===== config.mk =====
export PLATFORM = sky130hd
export DESIGN_NAME = uart_rx_fifo
export DESIGN_NICKNAME = d
export VERILOG_FILES = /design/src/rtl/uart_rx_fifo.sv
export SDC_FILE = /design/constraint.sdc
export NUM_CORES = 1
export LEC_CHECK = 0
export CAP_MARGIN = 15
export CORE_UTILIZATION = 42
export DETAILED_ROUTE_END_ITERATION = 10
export SLEW_MARGIN = 20
export SYNTH_ARGS = -nofsm -noshare
export SYNTH_HDL_FRONTEND = slang
export SYNTH_SLANG_ARGS = --single-unit

===== constraint.sdc =====
create_clock -name clk -period 5.8 [get_ports clk]
set_input_delay 0.87 -clock clk [delete_from_list [all_inputs] [get_ports clk]]
set_output_delay 0.87 -clock clk [all_outputs]
set_load 0.05 [all_outputs]

===== src/rtl/uart_rx_fifo.sv =====
// Receive-side character FIFO between the UART RX controller and the bus.
// Stores {parity_err, data} per entry, registered pop, threshold irq, sticky overflow.
module uart_rx_fifo #(
  parameter int DATA_WIDTH = 8,
  parameter int FIFO_DEPTH = 16,
  parameter int ADDR_W     = $clog2(FIFO_DEPTH),
  parameter int CNT_W      = ADDR_W + 1
) (
  input  logic                  clk,
  input  logic                  rst_n,
  input  logic [DATA_WIDTH-1:0] data_in,
  input  logic                  wr_en,
  input  logic                  parity_ok,
  input  logic                  rd_en,
  input  logic                  flush,
  input  logic                  ovf_clr,
  input  logic [CNT_W-1:0]      thresh,
  output logic [DATA_WIDTH-1:0] data_out,
  output logic                  parity_err_out,
  output logic                  rd_valid,
  output logic                  empty,
  output logic                  full,
  output logic [CNT_W-1:0]      count,
  output logic                  overflow,
  output logic                  irq_thresh
);

  typedef logic [DATA_WIDTH:0] entry_t;

  localparam logic [CNT_W-1:0] DEPTH_C = CNT_W'(FIFO_DEPTH);

  entry_t            mem [FIFO_DEPTH];
  entry_t            rd_word;
  logic [ADDR_W-1:0] wr_ptr;
  logic [ADDR_W-1:0] rd_ptr;
  logic [CNT_W-1:0]  count_nxt;
  logic              push_ok;
  logic              pop_ok;
  logic              ovf_evt;

  assign empty   = (count == '0);
  assign full    = (count == DEPTH_C);

  // a pop frees a slot, so a push into a full fifo still lands
  assign pop_ok  = rd_en && !empty;
  assign push_ok = wr_en && (!full || pop_ok);
  assign ovf_evt = wr_en && full && !pop_ok;

  assign rd_word = mem[rd_ptr];

  assign irq_thresh = (thresh != '0) && (count >= thresh);

  always_comb begin
    count_nxt = count;
    unique case (1'b1)
      push_ok && !pop_ok: count_nxt = count + 1'b1;
      pop_ok && !push_ok: count_nxt = count - 1'b1;
      default:            count_nxt = count;
    endcase
  end

  always_ff @(posedge clk) begin
    if (push_ok && !flush)
      mem[wr_ptr] <= {~parity_ok, data_in};
  end

  always_ff @(posedge clk or negedge rst_n) begin
    if (!rst_n) begin
      wr_ptr         <= '0;
      rd_ptr         <= '0;
      count          <= '0;
      data_out       <= '0;
      parity_err_out <= 1'b0;
      rd_valid       <= 1'b0;
      overflow       <= 1'b0;
    end else if (flush) begin
      wr_ptr   <= '0;
      rd_ptr   <= '0;
      count    <= '0;
      rd_valid <= 1'b0;
      overflow <= 1'b0;
    end else begin
      rd_valid <= pop_ok;
      count    <= count_nxt;
      if (push_ok)
        wr_ptr <= wr_ptr + 1'b1;
      if (pop_ok) begin
        rd_ptr         <= rd_ptr + 1'b1;
        data_out       <= rd_word[DATA_WIDTH-1:0];
        parity_err_out <= rd_word[DATA_WIDTH];
      end
      if (ovf_evt)
        overflow <= 1'b1;
      else if (ovf_clr)
        overflow <= 1'b0;
    end
  end

endmodule


==> insert_results.sql, run 1 <==
INSERT INTO impl_metrics (metric_group, metric, value, unit) VALUES
('hold_path', 'whs_path_depth', '2', ''),
('drt', 'drt_pre_antenna_iters', '5', ''),
('logic_synthesis', 'postSynthRegisterBits', '168', ''),
('cells_and_area', 'sequential_cell_area', '0.00493', 'mm^2'),
('drt', 'drt-wirelength-per-cell', '20.9', 'um'),
('logic_synthesis', 'mean_syn_cell_area', '18.3', 'um^2'),
('worst_setup_path', 'cp.depth', '8', ''),
('logic_synthesis', 'ys_async_sr_fraction', '0.143', ''),
('cells_and_area', 'nFillCells', '1314', ''),
('clock_tree', 'post_cts_resize_count', '0', ''),
('power_and_ir_drop', 'netSwitchingFraction', '0.296', ''),
('power_and_ir_drop', 'cellInternalPower', '2.37', 'mW'),
('die', 'initial_utilization', '0.436', ''),
('placement', 'detailed_place_hpwl', '8370', 'um'),
('worst_setup_path', 'timing.critical_path.arrival', '2.90', 'ns'),
('sta', 'final.setup.tns', '0', 'ns'),
('drt', 'routed_antenna_nets', '0', ''),
('placement', 'buffer_ports.inserted', '38', ''),
('global_route', 'groute.usage.overall', '0.173', ''),
('logic_synthesis', 'synth_nets', '418', ''),
('power_and_ir_drop', 'power.clock.fraction', '0.339', ''),
('sta', 'period_share', '0.649', ''),
('clock_tree', 'cts.htree.levels', '4', ''),
('worst_setup_path', 'crit_path_top_delay_cell', 'sky130_fd_sc_hd__clkdlybuf4s50_1', ''),
('placement', 'placed_area', '0.00767', 'mm^2'),
('sta', 'setup_viol', '0', ''),
('cells_and_area', 'multiInputGateArea', '0.00198', 'mm^2'),
('global_route', 'grt_remaining_overflow', '0', ''),
('drt', 'drc_errors', '0', ''),
('clock_tree', 'tritoncts_num_sinks', '168', ''),
('logic_synthesis', 'synthDominantAreaCellType', 'sky130_fd_sc_hd__edfxtp_1', ''),
('worst_setup_path', 'crit_path_class', 'input pin to output port', ''),
('job', 'drv.max_cap_violation_count', '0', ''),
('power_and_ir_drop', 'share_comb_of_total_power', '0.233', ''),
('global_route', 'grt_antenna_before_repair', '0', ''),
('die', 'chipHeight', '131', 'um'),
('power_and_ir_drop', 'max-vdd-ir-drop', '0.227', 'mV'),
('worst_setup_path', 'setup.reg_to_reg.worst_slack', '2.79', 'ns'),
('worst_setup_path', 'type_of_element_launching_the_critical_path', 'input pin', ''),
('worst_setup_path', 'path_max_fanout', '2', ''),
('sta', 'finClkSkew', '0.00768', 'ns'),
('worst_setup_path', 'worst-r2r-cell-count', '10', ''),
('run_status', 'run_status', 'finished, final reports clean', ''),
('clock_tree', 'post_cts_hold_buffer_count', '0', ''),
('die', 'die_width', '131', 'um'),
('logic_synthesis', 'synth.top_cells.by_area', 'sky130_fd_sc_hd__edfxtp_1 (61%), sky130_fd_sc_hd__mux4_2 (12%), sky130_fd_sc_hd__dfrtp_1 (8.5%)', ''),
('clock_tree', 'cts.root.buffer_cell', 'sky130_fd_sc_hd__clkbuf_16', ''),
('placement', 'gp_congestion', '0.763', ''),
('power_and_ir_drop', 'sequentialPowerShare', '0.428', ''),
('logic_synthesis', 'post_synth_edffs', '144', ''),
('sta', 'max-slew-margin-rel', '0.336', ''),
('placement', 'pre_cts_ws', '2.03', 'ns'),
('logic_synthesis', 'synth-warning-count', '0', ''),
('logic_synthesis', 'synth.cell_area', '0.00703', 'mm^2'),
('cells_and_area', 'post-route-cell-area', '0.00828', 'mm^2'),
('logic_synthesis', 'yosys.area.top_type_share', '0.615', ''),
('global_route', 'grt_first_pass_wirelength', '21700', 'um'),
('worst_setup_path', 'critical_path_required', '4.93', 'ns'),
('worst_setup_path', 'cp_top_family', 'buffers and inverters', ''),
('power_and_ir_drop', 'p_total', '3.36', 'mW'),
('sta', 'timing.final.max_slew_violations', '0', ''),
('sta', 'fin_crit', '3.77', 'ns'),
('clock_tree', 'clock_tree.buffer_depth', '2', ''),
('clock_tree', 'clk_pin_slew', '0.06', 'ns'),
('cells_and_area', 'synthToLayoutAreaGrowth', '17.8', '%'),
('clock_tree', 'tritoncts', 'yes', ''),
('sta', 'finalHoldViolations', '0', ''),
('drt', 'wl', '13800', 'um'),
('clock_tree', 'tritoncts.num_buffers', '17', ''),
('sta', 'worstMarginPinSlew', '0.992', 'ns'),
('cells_and_area', 'finish.net_count', '464', '');
==> per-layer routing <==
metal	part of all wire	track usage
met5	0	0
met4	0.0099	0.0588
met3	0.056	0.0332
met2	0.51	0.279
met1	0.43	0.237
==> cell families after synthesis <==
logic type,count (synthesis),synth area share
flip-flops,168,0.700
adder cells (fa/ha/maj),14,0.0260
XOR/XNOR,9,0.0112
AO/OA/AOI/OAI,27,0.0361
AND/OR/NAND/NOR,72,0.0548
multiplexers,59,0.149
buffers and inverters,35,0.0228
==> placed cells by master, fill, tap and decap left out, types with 2 or more instances in the layout <==
cell,Yosys,final
sky130_fd_sc_hd__xor2_1,6,6
sky130_fd_sc_hd__nor2b_1,2,2
sky130_fd_sc_hd__mux2_2,4,4
sky130_fd_sc_hd__bufinv_16,0,3
sky130_fd_sc_hd__a21oi_1,8,8
sky130_fd_sc_hd__clkinv_2,0,2
sky130_fd_sc_hd__edfxtp_1,144,144
sky130_fd_sc_hd__inv_1,15,15
sky130_fd_sc_hd__ha_1,13,13
sky130_fd_sc_hd__nor3b_1,2,2
sky130_fd_sc_hd__xnor2_1,3,3
sky130_fd_sc_hd__nor2_1,21,19
sky130_fd_sc_hd__and2_1,9,9
sky130_fd_sc_hd__o21ai_0,2,2
sky130_fd_sc_hd__nand2b_1,4,4
sky130_fd_sc_hd__mux2i_1,19,19
sky130_fd_sc_hd__mux4_2,36,36
sky130_fd_sc_hd__clkbuf_16,0,17
sky130_fd_sc_hd__buf_4,0,8
sky130_fd_sc_hd__inv_6,1,3
sky130_fd_sc_hd__o221ai_2,9,9
sky130_fd_sc_hd__clkinvlp_4,0,3
sky130_fd_sc_hd__nand2_1,14,14
sky130_fd_sc_hd__nand3_1,4,4
sky130_fd_sc_hd__dfrtp_1,24,23
sky130_fd_sc_hd__nor2_2,0,2
sky130_fd_sc_hd__clkdlybuf4s50_1,0,38
sky130_fd_sc_hd__nor4_2,0,4
sky130_fd_sc_hd__clkinv_1,0,2
sky130_fd_sc_hd__clkinv_4,0,2
sky130_fd_sc_hd__o22ai_1,2,2
==> power by group through the flow <==
stage | clock network [mW] | registers, mW | logic [mW]
2_1_floorplan | 0 | 1.59 | 0.433
3_3_place_gp | 0 | 1.46 | 0.775
3_5_place_dp | 0 | 1.46 | 0.789
4_1_cts | 1.16 | 1.44 | 0.791
5_1_grt | 1.20 | 1.45 | 0.841
6_report | 1.14 | 1.44 | 0.783
==> sequential cells by signal (all words and copies together), names as in the netlist <==
| name | cells |
|---|---|
| mem | 144 |
| data_out | 8 |
| count | 5 |
| rd_ptr | 4 |
| wr_ptr | 4 |
| overflow | 1 |
| parity_err_out | 1 |
| rd_valid | 1 |
==> synthesized netlist by cell type, types with 5 or more instances <==
master,count
sky130_fd_sc_hd__edfxtp_1,144
sky130_fd_sc_hd__mux4_2,36
sky130_fd_sc_hd__dfrtp_1,24
sky130_fd_sc_hd__nor2_1,21
sky130_fd_sc_hd__mux2i_1,19
sky130_fd_sc_hd__inv_1,15
sky130_fd_sc_hd__nand2_1,14
sky130_fd_sc_hd__ha_1,13
sky130_fd_sc_hd__and2_1,9
sky130_fd_sc_hd__o221ai_2,9
sky130_fd_sc_hd__a21oi_1,8
sky130_fd_sc_hd__clkbuf_1,7
sky130_fd_sc_hd__buf_2,6
sky130_fd_sc_hd__xor2_1,6
sky130_fd_sc_hd__nor4_1,5
==> metrics by stage <==
stage	hold WS, ns	util
after floorplan	0.551	-
after global placement	0.473	0.476
after detailed placement	0.478	0.476
after CTS	0.497	0.514
after global routing	0.513	0.514
final	0.489	0.514
==> cell type report <==
cell class | count | area share
sequential | 168 | 0.595
inverter | 16 | 0.00786
clock buffer | 17 | 0.0514
multi-input combinational | 181 | 0.239
tap | 216 | 0.0326
timing repair buffer | 46 | 0.0532
clock inverter | 15 | 0.0213
==> worst reg2reg max path, stage by stage, from the launching register on <==
cell	delay [ns]
sky130_fd_sc_hd__dfrtp_1	0.46
sky130_fd_sc_hd__or4_4	0.62
sky130_fd_sc_hd__o21ai_4	0.25
sky130_fd_sc_hd__or2_2	0.18
sky130_fd_sc_hd__inv_1	0.07
sky130_fd_sc_hd__ha_1	0.33
sky130_fd_sc_hd__nand2b_1	0.07
sky130_fd_sc_hd__a21oi_1	0.26
sky130_fd_sc_hd__mux2_2	0.38
sky130_fd_sc_hd__a32oi_1	0.16
sky130_fd_sc_hd__a21oi_1	0.08
==> worst paths after layout <==
check,to,startpoint
setup reg to reg,count[4],count[1]
min in group asynchronous,overflow,rst_n
hold / removal,data_out[5],data_out[5]
max in group asynchronous,rd_ptr[1],rst_n
hold reg to reg,data_out[5],data_out[5]
setup / recovery,irq_thresh,thresh[1]
Note: power is estimated with default switching activity, not from simulation.
==> run 2: changes to the inputs <==
==> constraint.sdc (replaced) <==
create_clock -name clk -period 3.3 [get_ports clk]
set_input_delay 0.495 -clock clk [delete_from_list [all_inputs] [get_ports clk]]
set_output_delay 0.495 -clock clk [all_outputs]
set_load 0.05 [all_outputs]
==> insert_results.sql, run 2 (synthesized netlist as in run 1, its figures left out) <==
INSERT INTO impl_metrics (metric_group, metric, value, unit) VALUES
('worst_setup_path', 'critical_path.max_stage_delay', '0.62', 'ns'),
('placement', 'buffer_ports.inserted', '38', ''),
('die', 'count_of_standard_cell_rows', '46', ''),
('global_route', 'grt-busiest-layer', 'met2', ''),
('die', 'chipHeight', '131', 'um'),
('die', 'core_area', '0.0161', 'mm^2'),
('clock_tree', 'clock_tree.buffer_depth', '2', ''),
('cells_and_area', 'number_of_flip_flops_in_the_largest_register', '144', ''),
('cells_and_area', 'n_antenna_cell', '0', ''),
('drt', 'wl', '13100', 'um'),
('clock_tree', 'postCtsSetupBuffers', '0', ''),
('drt', 'drc_errors', '0', ''),
('placement', 'placedCellCount', '637', ''),
('sta', 'fin_crit', '3.01', 'ns'),
('run_status', 'run_status', 'finished, final reports clean', ''),
('die', 'die_width', '131', 'um'),
('global_route', 'grt_antenna_before_repair', '0', ''),
('drt', 'drt_pre_antenna_iters', '4', ''),
('power_and_ir_drop', 'power.net_switching', '1.67', 'mW'),
('sta', 'period_share', '0.912', ''),
('cells_and_area', 'multiInputGateArea', '0.00197', 'mm^2'),
('global_route', 'met3_usage', '0.0309', ''),
('sta', 'finClkSkew', '0.00657', 'ns'),
('cells_and_area', 'sequential_cell_area', '0.00493', 'mm^2'),
('power_and_ir_drop', 'netSwitchingFraction', '0.289', ''),
('global_route', 'groute.usage.overall', '0.163', ''),
('sta', 'setup_viol', '0', ''),
('worst_setup_path', 'dominant_cell_type_by_count_on_the_critical_path', 'sky130_fd_sc_hd__a21oi_1', ''),
('global_route', 'grtUsageMet2', '0.250', ''),
('cells_and_area', 'finish.net_count', '474', ''),
('global_route', 'via_count_of_the_first_global_routing_pass', '3570', ''),
('power_and_ir_drop', 'sequentialPowerShare', '0.445', ''),
('worst_setup_path', 'timing.critical_path.arrival', '3.30', 'ns'),
('power_and_ir_drop', 'max-vdd-ir-drop', '0.405', 'mV'),
('power_and_ir_drop', 'total_leakage_power', '2.79', 'nW'),
('drt', 'routed_antenna_nets', '0', ''),
('sta', 'finalHoldViolations', '0', ''),
('power_and_ir_drop', 'cellInternalPower', '4.11', 'mW'),
('cells_and_area', 'top_regs', 'mem (144), data_out (8), count (5)', ''),
('global_route', 'grt_remaining_overflow', '0', ''),
('worst_setup_path', 'path_max_fanout', '7', ''),
('sta', 'max-slew-margin-rel', '0.373', ''),
('cells_and_area', 'layout_commonest_cell', 'sky130_fd_sc_hd__edfxtp_1', ''),
('clock_tree', 'tritoncts', 'yes', ''),
('sta', 'rsz0062_at_grt', 'no', ''),
('power_and_ir_drop', 'share_comb_of_total_power', '0.229', ''),
('cells_and_area', 'post_route_cells_drive_above_1_share', '0.230', ''),
('clock_tree', 'cts.root.buffer_cell', 'sky130_fd_sc_hd__clkbuf_16', ''),
('clock_tree', 'worstSkewPairLatency', '0.42', 'ns'),
('worst_setup_path', 'critical_path_required', '3.59', 'ns'),
('cells_and_area', 'nFillCells', '1306', ''),
('die', 'initial_utilization', '0.436', ''),
('drt', 'via_count', '3512', ''),
('global_route', 'grt_use_met1', '0.232', ''),
('worst_setup_path', 'crit_chain', 'or4_4 -> o21ai_4 -> or2_2 -> inv_1 -> ha_1 -> nand2b_1 -> a21oi_1 -> mux2_2 -> a32oi_1 -> a21oi_1', ''),
('worst_setup_path', 'setup.reg_to_reg.worst_slack', '0.29', 'ns'),
('power_and_ir_drop', 'power.clock.fraction', '0.326', ''),
('clock_tree', 'tritoncts_num_sinks', '168', ''),
('clock_tree', 'tritoncts.num_buffers', '17', ''),
('global_route', 'grt_max_degree', '25', ''),
('sta', 'highest_achievable_clock_rate', '332', 'MHz'),
('die', 'io_pins', '39', ''),
('cells_and_area', 'stdcell_count', '669', ''),
('sta', 'worstMarginPinSlew', '0.941', 'ns'),
('sta', 'final.setup.tns', '0', 'ns'),
('cells_and_area', 'registers.top_by_ff_count', 'mem', ''),
('clock_tree', 'clk_pin_slew', '0.06', 'ns'),
('drt', 'vias_per_cell', '5.25', ''),
('cells_and_area', 'synthToLayoutAreaGrowth', '18.2', '%'),
('worst_setup_path', 'type_of_element_launching_the_critical_path', 'flip-flop', ''),
('clock_tree', 'cts.htree.levels', '4', ''),
('clock_tree', 'post_cts_resize_count', '0', ''),
('worst_setup_path', 'crit_path_top_delay_cell', 'sky130_fd_sc_hd__or4_4', ''),
('worst_setup_path', 'timing.critical_path.to_type', 'flip-flop', ''),
('drt', 'detail_route.iter0.violations', '259', ''),
('cells_and_area', 'mostFrequentLayoutCells', 'sky130_fd_sc_hd__edfxtp_1 (144), sky130_fd_sc_hd__clkdlybuf4s50_1 (37), sky130_fd_sc_hd__mux4_2 (36), sky130_fd_sc_hd__dfrtp_1 (23), sky130_fd_sc_hd__nor2_1 (21)', ''),
('sta', 'timing.final.max_slew_violations', '0', ''),
('placement', 'detailed_place_hpwl', '8970', 'um'),
('worst_setup_path', 'crit_path_class', 'flip-flop to flip-flop', ''),
('global_route', 'grt_first_pass_wirelength', '20900', 'um'),
('clock_tree', 'post_cts_hold_buffer_count', '0', ''),
('power_and_ir_drop', 'cellPowerDensity', '696', 'mW/mm^2'),
('drt', 'drt-wirelength-per-cell', '19.6', 'um'),
('hold_path', 'hold_path_class', 'input pin to asynchronous set/reset pin', ''),
('placement', 'gp_congestion', '0.761', ''),
('die', 'dieArea', '0.0173', 'mm^2'),
('job', 'drv.max_cap_violation_count', '0', '');
## run 2: cell count changes in the layout (fill, tap and decap cells not counted), sizes merged
cell,before,now
buf,8,19
inv,19,16
clkbuf,17,26
bufinv,3,2
clkinv,6,4
clkinvlp,3,0
clkdlybuf4s50,38,37
## run 2: per-stage QoR
| step | area (um^2) | worst slack, ns | power (mW) | util | hold slack, ns |
|---|---|---|---|---|---|
| 3_5_place_dp | 7750 | 0.101 | 3.96 | 0.481 | 0.479 |
| 5_1_grt | 8310 | 0.158 | 6.03 | 0.516 | 0.479 |
| 2_1_floorplan | 7030 | 0.296 | 3.55 | - | 0.199 |
| 4_1_cts | 8310 | 0.315 | 5.84 | 0.516 | 0.453 |
| 6_report | 8310 | 0.290 | 5.79 | 0.516 | 0.454 |
| 3_3_place_gp | 7750 | 0.194 | 3.94 | 0.481 | 0.488 |
## run 2: layout make-up
cell class / instances / area share
sequential: 168 / 0.593
multi-input combinational: 181 / 0.237
timing repair buffer: 56 / 0.0617
clock buffer: 26 / 0.0565
tap: 216 / 0.0325
clock inverter: 6 / 0.0114
inverter: 16 / 0.00783
## run 2: worst max-delay path: cells and delay by family, from the launching register on
kind | cells | cell delay [ns]
mux | 1 | 0.38
compound gates | 4 | 0.77
buf+inv | 1 | 0.07
fa+ha+maj | 1 | 0.34
simple gates | 3 | 0.87
flops | 1 | 0.47
## run 2: per-layer routing
layer,up-vias,share of wire
met5,-,0
met4,0,0.015
met3,15,0.028
met2,55,0.47
met1,1827,0.48
li1,1615,-
## run 2: final timing paths
kind | depth (start not counted) | start | end
max in group asynchronous | 2 | rst_n | rd_ptr[1]
worst min-delay path | 2 | rst_n | overflow
worst max register to register | 10 | count[1] | count[4]
worst max-delay path | 10 | count[1] | count[4]
min in group clk | 2 | data_out[0] | data_out[0]
worst min register to register | 2 | data_out[0] | data_out[0]
## run 2: power by group through the flow
| stage | Clock (mW) | Sequential (mW) | Combinational (mW) |
|---|---|---|---|
| after floorplan | 0 | 2.79 | 0.761 |
| after global placement | 0 | 2.62 | 1.32 |
| after detailed placement | 0 | 2.63 | 1.33 |
| after CTS | 1.92 | 2.59 | 1.34 |
| after global routing | 2.00 | 2.60 | 1.42 |
| final | 1.88 | 2.58 | 1.33 |
==> run 3: changes to the inputs <==
--- a/config.mk
+++ b/config.mk
@@ -8,6 +8,7 @@
 export CAP_MARGIN = 15
 export CORE_UTILIZATION = 42
 export DETAILED_ROUTE_END_ITERATION = 10
+export SETUP_SLACK_MARGIN = 0.5
 export SLEW_MARGIN = 20
 export SYNTH_ARGS = -nofsm -noshare
 export SYNTH_HDL_FRONTEND = slang
==> insert_results.sql, run 3 (synthesized netlist as in run 1, its figures left out) <==
INSERT INTO impl_metrics (metric_group, metric, value, unit) VALUES
('run_status', 'run_status', 'finished, final reports clean', ''),
('worst_setup_path', 'setup.reg_to_reg.worst_slack', '0.63', 'ns'),
('die', 'initial_utilization', '0.436', ''),
('cells_and_area', 'synthToLayoutAreaGrowth', '19.4', '%'),
('worst_setup_path', 'path_max_fanout', '6', ''),
('worst_setup_path', 'timing.critical_path.buf_inv', '1', ''),
('global_route', 'grt_remaining_overflow', '0', ''),
('die', 'count_of_standard_cell_rows', '46', ''),
('drt', 'drt-wirelength-per-cell', '20.9', 'um'),
('drt', 'met2_layer_wire_length_in_the_routed_design', '6910', 'um'),
('cells_and_area', 'mostFrequentLayoutCells', 'sky130_fd_sc_hd__edfxtp_1 (144), sky130_fd_sc_hd__mux4_2 (36), sky130_fd_sc_hd__clkdlybuf4s50_1 (35), sky130_fd_sc_hd__buf_4 (27), sky130_fd_sc_hd__nor2_1 (21)', ''),
('clock_tree', 'tritoncts_num_sinks', '168', ''),
('placement', 'placedCellCount', '645', ''),
('cells_and_area', 'sequential_cell_area', '0.00493', 'mm^2'),
('drt', 'top_layer_used', 'met4', ''),
('cells_and_area', 'stdcell_count', '678', ''),
('worst_setup_path', 'crit_chain', 'or4_4 -> o21ai_4 -> or2_4 -> inv_2 -> ha_4 -> nand2b_1 -> a21oi_2 -> mux2_4 -> a32oi_1 -> a21oi_1', ''),
('clock_tree', 'cts.htree.levels', '4', ''),
('sta', 'worstMarginPinSlew', '0.626', 'ns'),
('power_and_ir_drop', 'max-vdd-ir-drop', '0.402', 'mV'),
('cells_and_area', 'post_route_cells_drive_above_1_share', '0.264', ''),
('clock_tree', 'worstSkewPairLatency', '0.42', 'ns'),
('sta', 'period_share', '0.809', ''),
('sta', 'finalHoldViolations', '0', ''),
('drt', 'detail_route.iter0.violations', '269', ''),
('sta', 'postLayoutSetupSlackWorst', '0.629', 'ns'),
('sta', 'highest_achievable_clock_rate', '374', 'MHz'),
('die', 'io_pins', '39', ''),
('clock_tree', 'tritoncts', 'yes', ''),
('drt', 'vias_per_cell', '5.32', ''),
('sta', 'final.setup.tns', '0', 'ns'),
('global_route', 'grt_max_degree', '27', ''),
('cells_and_area', 'multiInputGateArea', '0.00199', 'mm^2'),
('sta', 'finClkSkew', '0.00661', 'ns'),
('worst_setup_path', 'critical_path.max_stage_delay', '0.61', 'ns'),
('worst_setup_path', 'cp_top_family', 'simple AND/OR/NAND/NOR gates', ''),
('power_and_ir_drop', 'p_total', '5.83', 'mW'),
('cells_and_area', 'n_antenna_cell', '0', ''),
('sta', 'rsz0062_at_grt', 'no', ''),
('global_route', 'via_count_of_the_first_global_routing_pass', '3679', ''),
('drt', 'm1WireLength', '6500', 'um'),
('worst_setup_path', 'timing.critical_path.to_type', 'flip-flop', ''),
('cells_and_area', 'registers.top_by_ff_count', 'mem', ''),
('cells_and_area', 'top_regs', 'mem (144), data_out (8), count (5)', ''),
('placement', 'pre_cts_ws', '0.238', 'ns'),
('drt', 'routed_antenna_nets', '0', ''),
('power_and_ir_drop', 'total_leakage_power', '2.85', 'nW'),
('worst_setup_path', 'crit_path_top_delay_cell', 'sky130_fd_sc_hd__or4_4', ''),
('die', 'dieArea', '0.0173', 'mm^2'),
('worst_setup_path', 'crit_path_class', 'flip-flop to flip-flop', ''),
('clock_tree', 'cts.root.buffer_cell', 'sky130_fd_sc_hd__clkbuf_16', ''),
('sta', 'setup_viol', '0', ''),
('drt', 'wl', '14200', 'um'),
('die', 'chipHeight', '131', 'um'),
('drt', 'via_count', '3609', ''),
('worst_setup_path', 'type_of_element_launching_the_critical_path', 'flip-flop', ''),
('cells_and_area', 'layout_commonest_cell', 'sky130_fd_sc_hd__edfxtp_1', ''),
('worst_setup_path', 'timing.critical_path.arrival', '2.97', 'ns'),
('job', 'drv.max_cap_violation_count', '0', ''),
('clock_tree', 'clk_pin_slew', '0.06', 'ns'),
('hold_path', 'hold_path_class', 'input pin to asynchronous set/reset pin', ''),
('sta', 'fin_crit', '2.67', 'ns'),
('cells_and_area', 'number_of_flip_flops_in_the_largest_register', '144', ''),
('sta', 'timing.final.max_slew_violations', '0', ''),
('die', 'core_area', '0.0161', 'mm^2'),
('drt', 'drc_errors', '0', ''),
('global_route', 'grt_antenna_before_repair', '0', ''),
('drt', 'dr_wl_met3', '487', 'um'),
('drt', 'drt_pre_antenna_iters', '4', ''),
('worst_setup_path', 'worst-r2r-cell-count', '10', ''),
('die', 'die_width', '131', 'um'),
('cells_and_area', 'nFillCells', '1335', ''),
('placement', 'detailed_place_hpwl', '8990', 'um'),
('placement', 'buffer_ports.inserted', '38', ''),
('clock_tree', 'clock_tree.buffer_depth', '2', ''),
('global_route', 'grt_first_pass_wirelength', '22100', 'um'),
('cells_and_area', 'finish.net_count', '483', ''),
('worst_setup_path', 'critical_path_required', '3.60', 'ns'),
('worst_setup_path', 'cp.depth', '10', ''),
('power_and_ir_drop', 'cellPowerDensity', '694', 'mW/mm^2'),
('global_route', 'groute.usage.overall', '0.178', ''),
('sta', 'max-slew-margin-rel', '0.582', ''),
('clock_tree', 'tritoncts.num_buffers', '17', ''),
('placement', 'gp_congestion', '0.797', '');
==> run 3: changes by cell type in the layout (fill, tap and decap cells not counted), sizes merged <==
cell / delta
clkinv: +6
dlygate4sd2: +2
clkbuf: -7
clkdlybuf4s50: -2
inv: +2
buf: +8
==> run 3: timing repair <==
| action | in CTS | in global routing |
|---|---|---|
| gates cloned | 0 | 0 |
| resized for setup | 3 | 2 |
| setup buffers | 1 | 0 |
| pin swaps | 1 | 0 |
| hold buffers | 0 | 0 |
| setup endpoints to repair | 4 | 1 |
==> run 3: final cells by class <==
class	instances	share of cell area
Sequential cell	168	0.587
Multi-Input combinational cell	181	0.238
Timing Repair Buffer	65	0.0686
Clock buffer	18	0.0511
Tap cell	216	0.0322
Clock inverter	14	0.0155
Inverter	16	0.00775
==> run 3: metal layers <==
metal  global-route usage  up-vias
met1                0.246     1885
met2                0.276       63
met4               0.0717        0
met5                    0        -
li1                     -     1641
met3               0.0374       20
==> run 3: final timing paths <==
kind | startpoint | endpoint
worst min-delay path | rst_n | overflow
worst max register to register | count[2] | count[4]
max in group asynchronous | rst_n | count[1]
worst max-delay path | count[2] | count[4]
min in group clk | data_out[1] | data_out[1]
worst min register to register | data_out[1] | data_out[1]
==> run 3: where the power goes <==
part	total (mW)	switching (mW)	internal, mW
registers	2.55	0.137	2.41
logic	1.39	0.817	0.574
clock network	1.88	0.780	1.10
total	5.83	1.73	4.09
==> run 3: metrics by stage <==
stage               hold slack, ns  utilization  cell area (um^2)
floorplan                    0.199            -              7060
detailed placement           0.482        0.486              7840
global route                 0.464        0.521              8390
finish                       0.445        0.521              8390
global placement             0.475        0.486              7840
CTS                          0.443        0.521              8400
==> variant 1 (settings of run 3) <==
Put a register stage on the output `irq_thresh`, with the module's reset. The value now appears one clock later. The other outputs are not delayed to match.
--- a/src/rtl/uart_rx_fifo.sv
+++ b/src/rtl/uart_rx_fifo.sv
@@ -50,3 +50,9 @@
 
-  assign irq_thresh = (thresh != '0) && (count >= thresh);
+  always_ff @(posedge clk or negedge rst_n) begin
+    if (!rst_n) begin
+      irq_thresh <= '0;
+    end else begin
+      irq_thresh <= (thresh != '0) && (count >= thresh);
+    end
+  end
 
Behaviour: not the same (a bounded check fails within 4 cycles, from zero or initial values and one cycle with rst_n low).
==> variant 1 against run 3 <==
Clock power up 10%; sequential cell count increased by 1; synthesized area is 0.36% higher; critical path type unchanged; power up 3.8%; cell area increased by 0.58%; wire length decreased by 3.3%; worst setup slack better by 0.0035 ns.
==> variant 1: results (changes against run 3) <==
global_route:
  grt_pass1_vias: 3798  # was 3,679
  grt.total_usage_pct: 17.28  # was 17.80%
  grt_max_degree: 31  # was 27
  grt_pass1_wl_um: 21910  # was 22,110 um
placement:
  dpl.hpwl_um: 9357  # was 8991 um
  portBuffers: 38  # unchanged
  gp_congestion: 0.7873  # was 0.7971
power_and_ir_drop:
  vdd_drop_max_v: 0.0003839  # was 0.0004024 V
finish:
  antenna_cells: 0  # unchanged
  fill_cells: 1323  # was 1,335
  drive_above_1_share_pct: 25.88  # was 26.41%
  fin_nets: 473  # was 483
routing:
  drt_iter0_drc: 236  # was 269
  routed_via_density: 5.283  # was 5.323
  wl_per_cell_um: 20.39  # was 20.90 um
synth:
  synthTopCellsByArea: "edfxtp_1, mux4_2, dfrtp_1, mux2i_1, ha_1"  # unchanged
  synth-compound-area-share_pct: 3.599  # was 3.612%
  synthAdderAreaFrac_pct: 2.589  # was 2.598%
  synth_common_cells: "edfxtp_1, mux4_2, dfrtp_1, nor2_1, mux2i_1"  # unchanged
  synth.mux.area_fraction_pct: 14.82  # was 14.88%
  synth-xor-area-share_pct: 1.117  # was 1.121%
  seq_area_frac_synth_pct: 70.14  # was 70.04%
  synth_nets: 419  # was 418
clock_network:
  clock_latency_ns: 0.42  # about the same
timing:
  worstMarginPinSlew_ns: 0.7465  # was 0.6257 ns
  fin_skew_ns: 0.008227  # was 0.006611 ns
outcome:
  status: "complete, no violations"  # unchanged
critical_path:
  critPathArrivalTime_ns: 2.96  # was 2.97 ns
min_path:
  hold_class: "in2async"  # unchanged
## variant 1: cell type report
class                      instances  share of cell area, %
clock buffer                      20                  5.528
clock inverter                    12                  1.897
inverter                          16                 0.7706
multi-input combinational        181                  23.81
sequential                       169                  58.68
tap                              220                  3.260
timing repair buffer              54                  6.046
## variant 1: logic make-up (layout without fill, tap and decap cells)
kind of cell    count (synthesis)  after routing
buf+inv                        35            102
compound gates                 27             27
mux                            59             59
xor+xnor                        9              9
flops                         169            169
fa+ha+maj                      14             14
simple gates                   72             72
## variant 1: stage by stage
stage	instances	power [uW]	setup WS (ns)	hold slack, ns	cell area, um^2
final	672	6045	0.6329	0.4589	8443
after global routing	672	6284	0.5054	0.4982	8443
after CTS	672	6095	0.5913	0.4590	8433
after detailed placement	639	4022	0.1932	0.4840	7795
after global placement	639	3991	0.2750	0.4724	7795
after floorplan	385	3588	0.4798	0.1994	7083
## variant 1: report_power, final
group / leakage, uW / switching (uW) / internal (uW)
clock network: 0.000313 / 810 / 1260
registers: 0.00162 / 145 / 2430
logic: 0.000913 / 813 / 584
total: 0.00284 / 1770 / 4280
## variant 1: path summary, 6_finish.rpt
| check | slack, ns | start | end |
|---|---|---|---|
| max | 0.63 | count[2] | count[4] |
| min | 0.46 | rst_n | overflow |
| max reg2reg | 0.63 | count[2] | count[4] |
| min reg2reg | 0.49 | data_out[2] | data_out[2] |
| max in group asynchronous | 2.53 | rst_n | rd_ptr[1] |
| min in group clk | 0.49 | data_out[2] | data_out[2] |
## variant 1: routing by layer
metal / track usage, % / wire (um)
met3: 3.549 / 672
met5: 0 / 0
met2: 26.63 / 6623
met4: 7.041 / 224
met1: 24.02 / 6185
## variant 1: worst max-delay path, stage by stage, from the launching register on
cell and delay [ns]:
dfrtp_2 0.47, or4_4 0.61, o21ai_4 0.15, or2_4 0.15, inv_2 0.06, ha_4 0.28, nand2b_1 0.08, a21oi_4 0.18
mux2_4 0.32, a32oi_1 0.16, a21oi_1 0.09
## variant 1: timing repair
| item | CTS | global route |
|---|---|---|
| endpoints found under the setup margin | 3 | 1 |
| endpoints found under the hold margin | 0 | 0 |
| gates resized for setup | 3 | 2 |
| buffers inserted | 1 | 0 |
| pin swaps | 1 | 1 |
==> variant 2 (settings of run 3) <==
Without the edit above. Change the parameter `DATA_WIDTH` from 8 to 6.
--- a/src/rtl/uart_rx_fifo.sv
+++ b/src/rtl/uart_rx_fifo.sv
@@ -3,3 +3,3 @@
 module uart_rx_fifo #(
-  parameter int DATA_WIDTH = 8,
+  parameter int DATA_WIDTH = 6,
   parameter int FIFO_DEPTH = 16,
Interface: changed (resized data_in and data_out); port bits go from 39 to 35. The function was not compared with the original's and may differ.
==> variant 2 against run 3 <==
Power decreased by 14%; sequential share of layout area decreased by 1.9 points; cell area shrank 18%; worst setup slack better by 0.0041 ns; sequential cell count fell by 34; critical path depth is the same; count of clock-buffer cells in the layout stayed put; synthesized area down 19%; wire length down 21%; critical endpoint unchanged; highest routed layer unchanged.
==> variant 2: results (changes against run 3) <==
finish:
  fin_nets: 416  # was 483
  n_all_buffers: 50  # was 65
  drive_above_1_share_pct: 23.17  # was 26.41%
  multi_input_gates: 165  # was 181
  seq_share_pct: 56.81  # was 58.73%
  regArea_um2: 3919  # was 4930 um^2
  clkCellAreaFrac_pct: 8.253  # was 6.663%
  antenna_cells: 0  # unchanged
  signal_buffer_area_fraction_pct: 6.530  # was 6.856%
  reg.largest.list: "mem (112), data_out (6), count (5)"  # was mem (144), data_out (8), count (5)
  inverters: 16  # unchanged
  fill_cells: 1107  # was 1,335
  multi_input_area_um2: 1677  # was 1994 um^2
  clockBufferCount: 18  # unchanged
global_route:
  grt_max_degree: 23  # was 27
  grt_pass1_wl_um: 17550  # was 22,110 um
  met1_usage_pct: 25.17  # was 24.58%
  use_met3_pct: 4.488  # was 3.742%
  antenna_found_initial: 0  # unchanged
  grt.total_usage_pct: 17.45  # was 17.80%
  grtUsageMet2_pct: 25.95  # was 27.63%
critical_path:
  worstSetupStartpointType: "register"  # unchanged
  r2r-start: "count[2]"  # unchanged
  critPathArrivalTime_ns: 2.95  # was 2.97 ns
  cp_max_fo: 6  # unchanged
  max_stage_delay_ns: 0.61  # about the same
  cp_top_family: "simple AND/OR/NAND/NOR gates"  # unchanged
placement:
  placed_cell_area_um2: 6329  # was 7835 um^2
  placed_cells: 540  # was 645
  dp_slack_ns: 0.3875  # was 0.2385 ns
  dpl.hpwl_um: 7557  # was 8991 um
  portBuffers: 34  # was 38
  gp_congestion: 0.7089  # was 0.7971
timing:
  max_slew_margin_pct: 35.60  # was 58.16%
  fin_skew_ns: 0.006790  # was 0.006611 ns
clock_network:
  htreeDepth: 4  # unchanged
  root_buffer: "clkbuf_16"  # unchanged
  cts.path.max_buffers: 2  # unchanged
routing:
  routed_via_density: 5.232  # was 5.323
  drt_wl_total_um: 11200  # was 14,170 um
  wl_per_cell_um: 19.55  # was 20.90 um
  drcViolationCount: 0  # unchanged
  drt_iter0_drc: 178  # was 269
synth:
  synthTopCellsByArea: "edfxtp_1, mux4_2, dfrtp_1, ha_1, mux2i_1"  # was edfxtp_1, mux4_2, dfrtp_1, mux2i_1, ha_1
  yosys_warnings: 0  # unchanged
  seq_area_frac_synth_pct: 68.46  # was 70.04%
  synth.avg_cell_area_um2: 17.22  # was 18.31 um^2
  synthArstFlopShare_pct: 16.42  # was 14.29%
  synth-edff-count: 112  # was 144
  synth.ff_latch_count: 134  # was 168
  synth_common_cells: "edfxtp_1, mux4_2, dfrtp_1, nor2_1"  # was edfxtp_1, mux4_2, dfrtp_1, nor2_1, mux2i_1
  ys_types: 46  # was 45
  synth_nets: 364  # was 418
die:
  taps: 176  # was 216
min_path:
  hold_class: "in2async"  # unchanged
power_and_ir_drop:
  p_leak_uw: 0.002402  # was 0.002851 uW
  vdd_drop_max_v: 0.0004408  # was 0.0004024 V
outcome:
  status: "complete, no violations"  # unchanged
## variant 2: cell types whose count changed after synthesis, sizes merged
cell and change:
mux4 -8, mux2i -4, edfxtp -32, o221ai -2, nand2 -2, dfrtp -2
buf -2
## variant 2: cells by family (layout without fill, tap and decap cells)
kind of cell	count (synthesis)	in the layout	synth area share [%]
buffers and inverters	33	98	2.604
AOI/OAI and AO/OA	25	25	3.261
xor gates and xnor gates	9	9	1.379
and+or+nand+nor	70	70	6.654
adders and majority gates	14	14	3.196
DFF	134	134	68.46
muxes	47	47	14.44
## variant 2: power breakdown
| part | total (uW) | switching, uW | internal (uW) |
|---|---|---|---|
| sequential | 2070 | 141 | 1930 |
| clock | 1810 | 648 | 1160 |
| combinational | 1130 | 652 | 481 |
## variant 2: metal layers
| metal | wire length, um | vias up | part of all wire [%] |
|---|---|---|---|
| met1 | 5249 | 1527 | 47 |
| met4 | 89 | 0 | 0.79 |
| met5 | 0 | - | 0 |
| met2 | 5229 | 74 | 47 |
| li1 | - | 1390 | - |
| met3 | 631 | 7 | 5.6 |
## variant 2: path summary, 6_finish.rpt
path | end | slack (ns) | depth (start not counted)
worst max-delay path | count[4] | 0.63 | 10
worst min-delay path | overflow | 0.04 | 1
worst max register to register | count[4] | 0.63 | 10
min in group clk | parity_err_out | 0.49 | 2
worst min register to register | parity_err_out | 0.49 | 2
max in group asynchronous | count[0] | 2.90 | 1
## variant 2: timing repair
item                                    CTS  global route
hold buffers                              0             0
buffers inserted                          1             0
gates resized for setup                   2             0
endpoints found under the hold margin     0             0
endpoints found under the setup margin    3             0
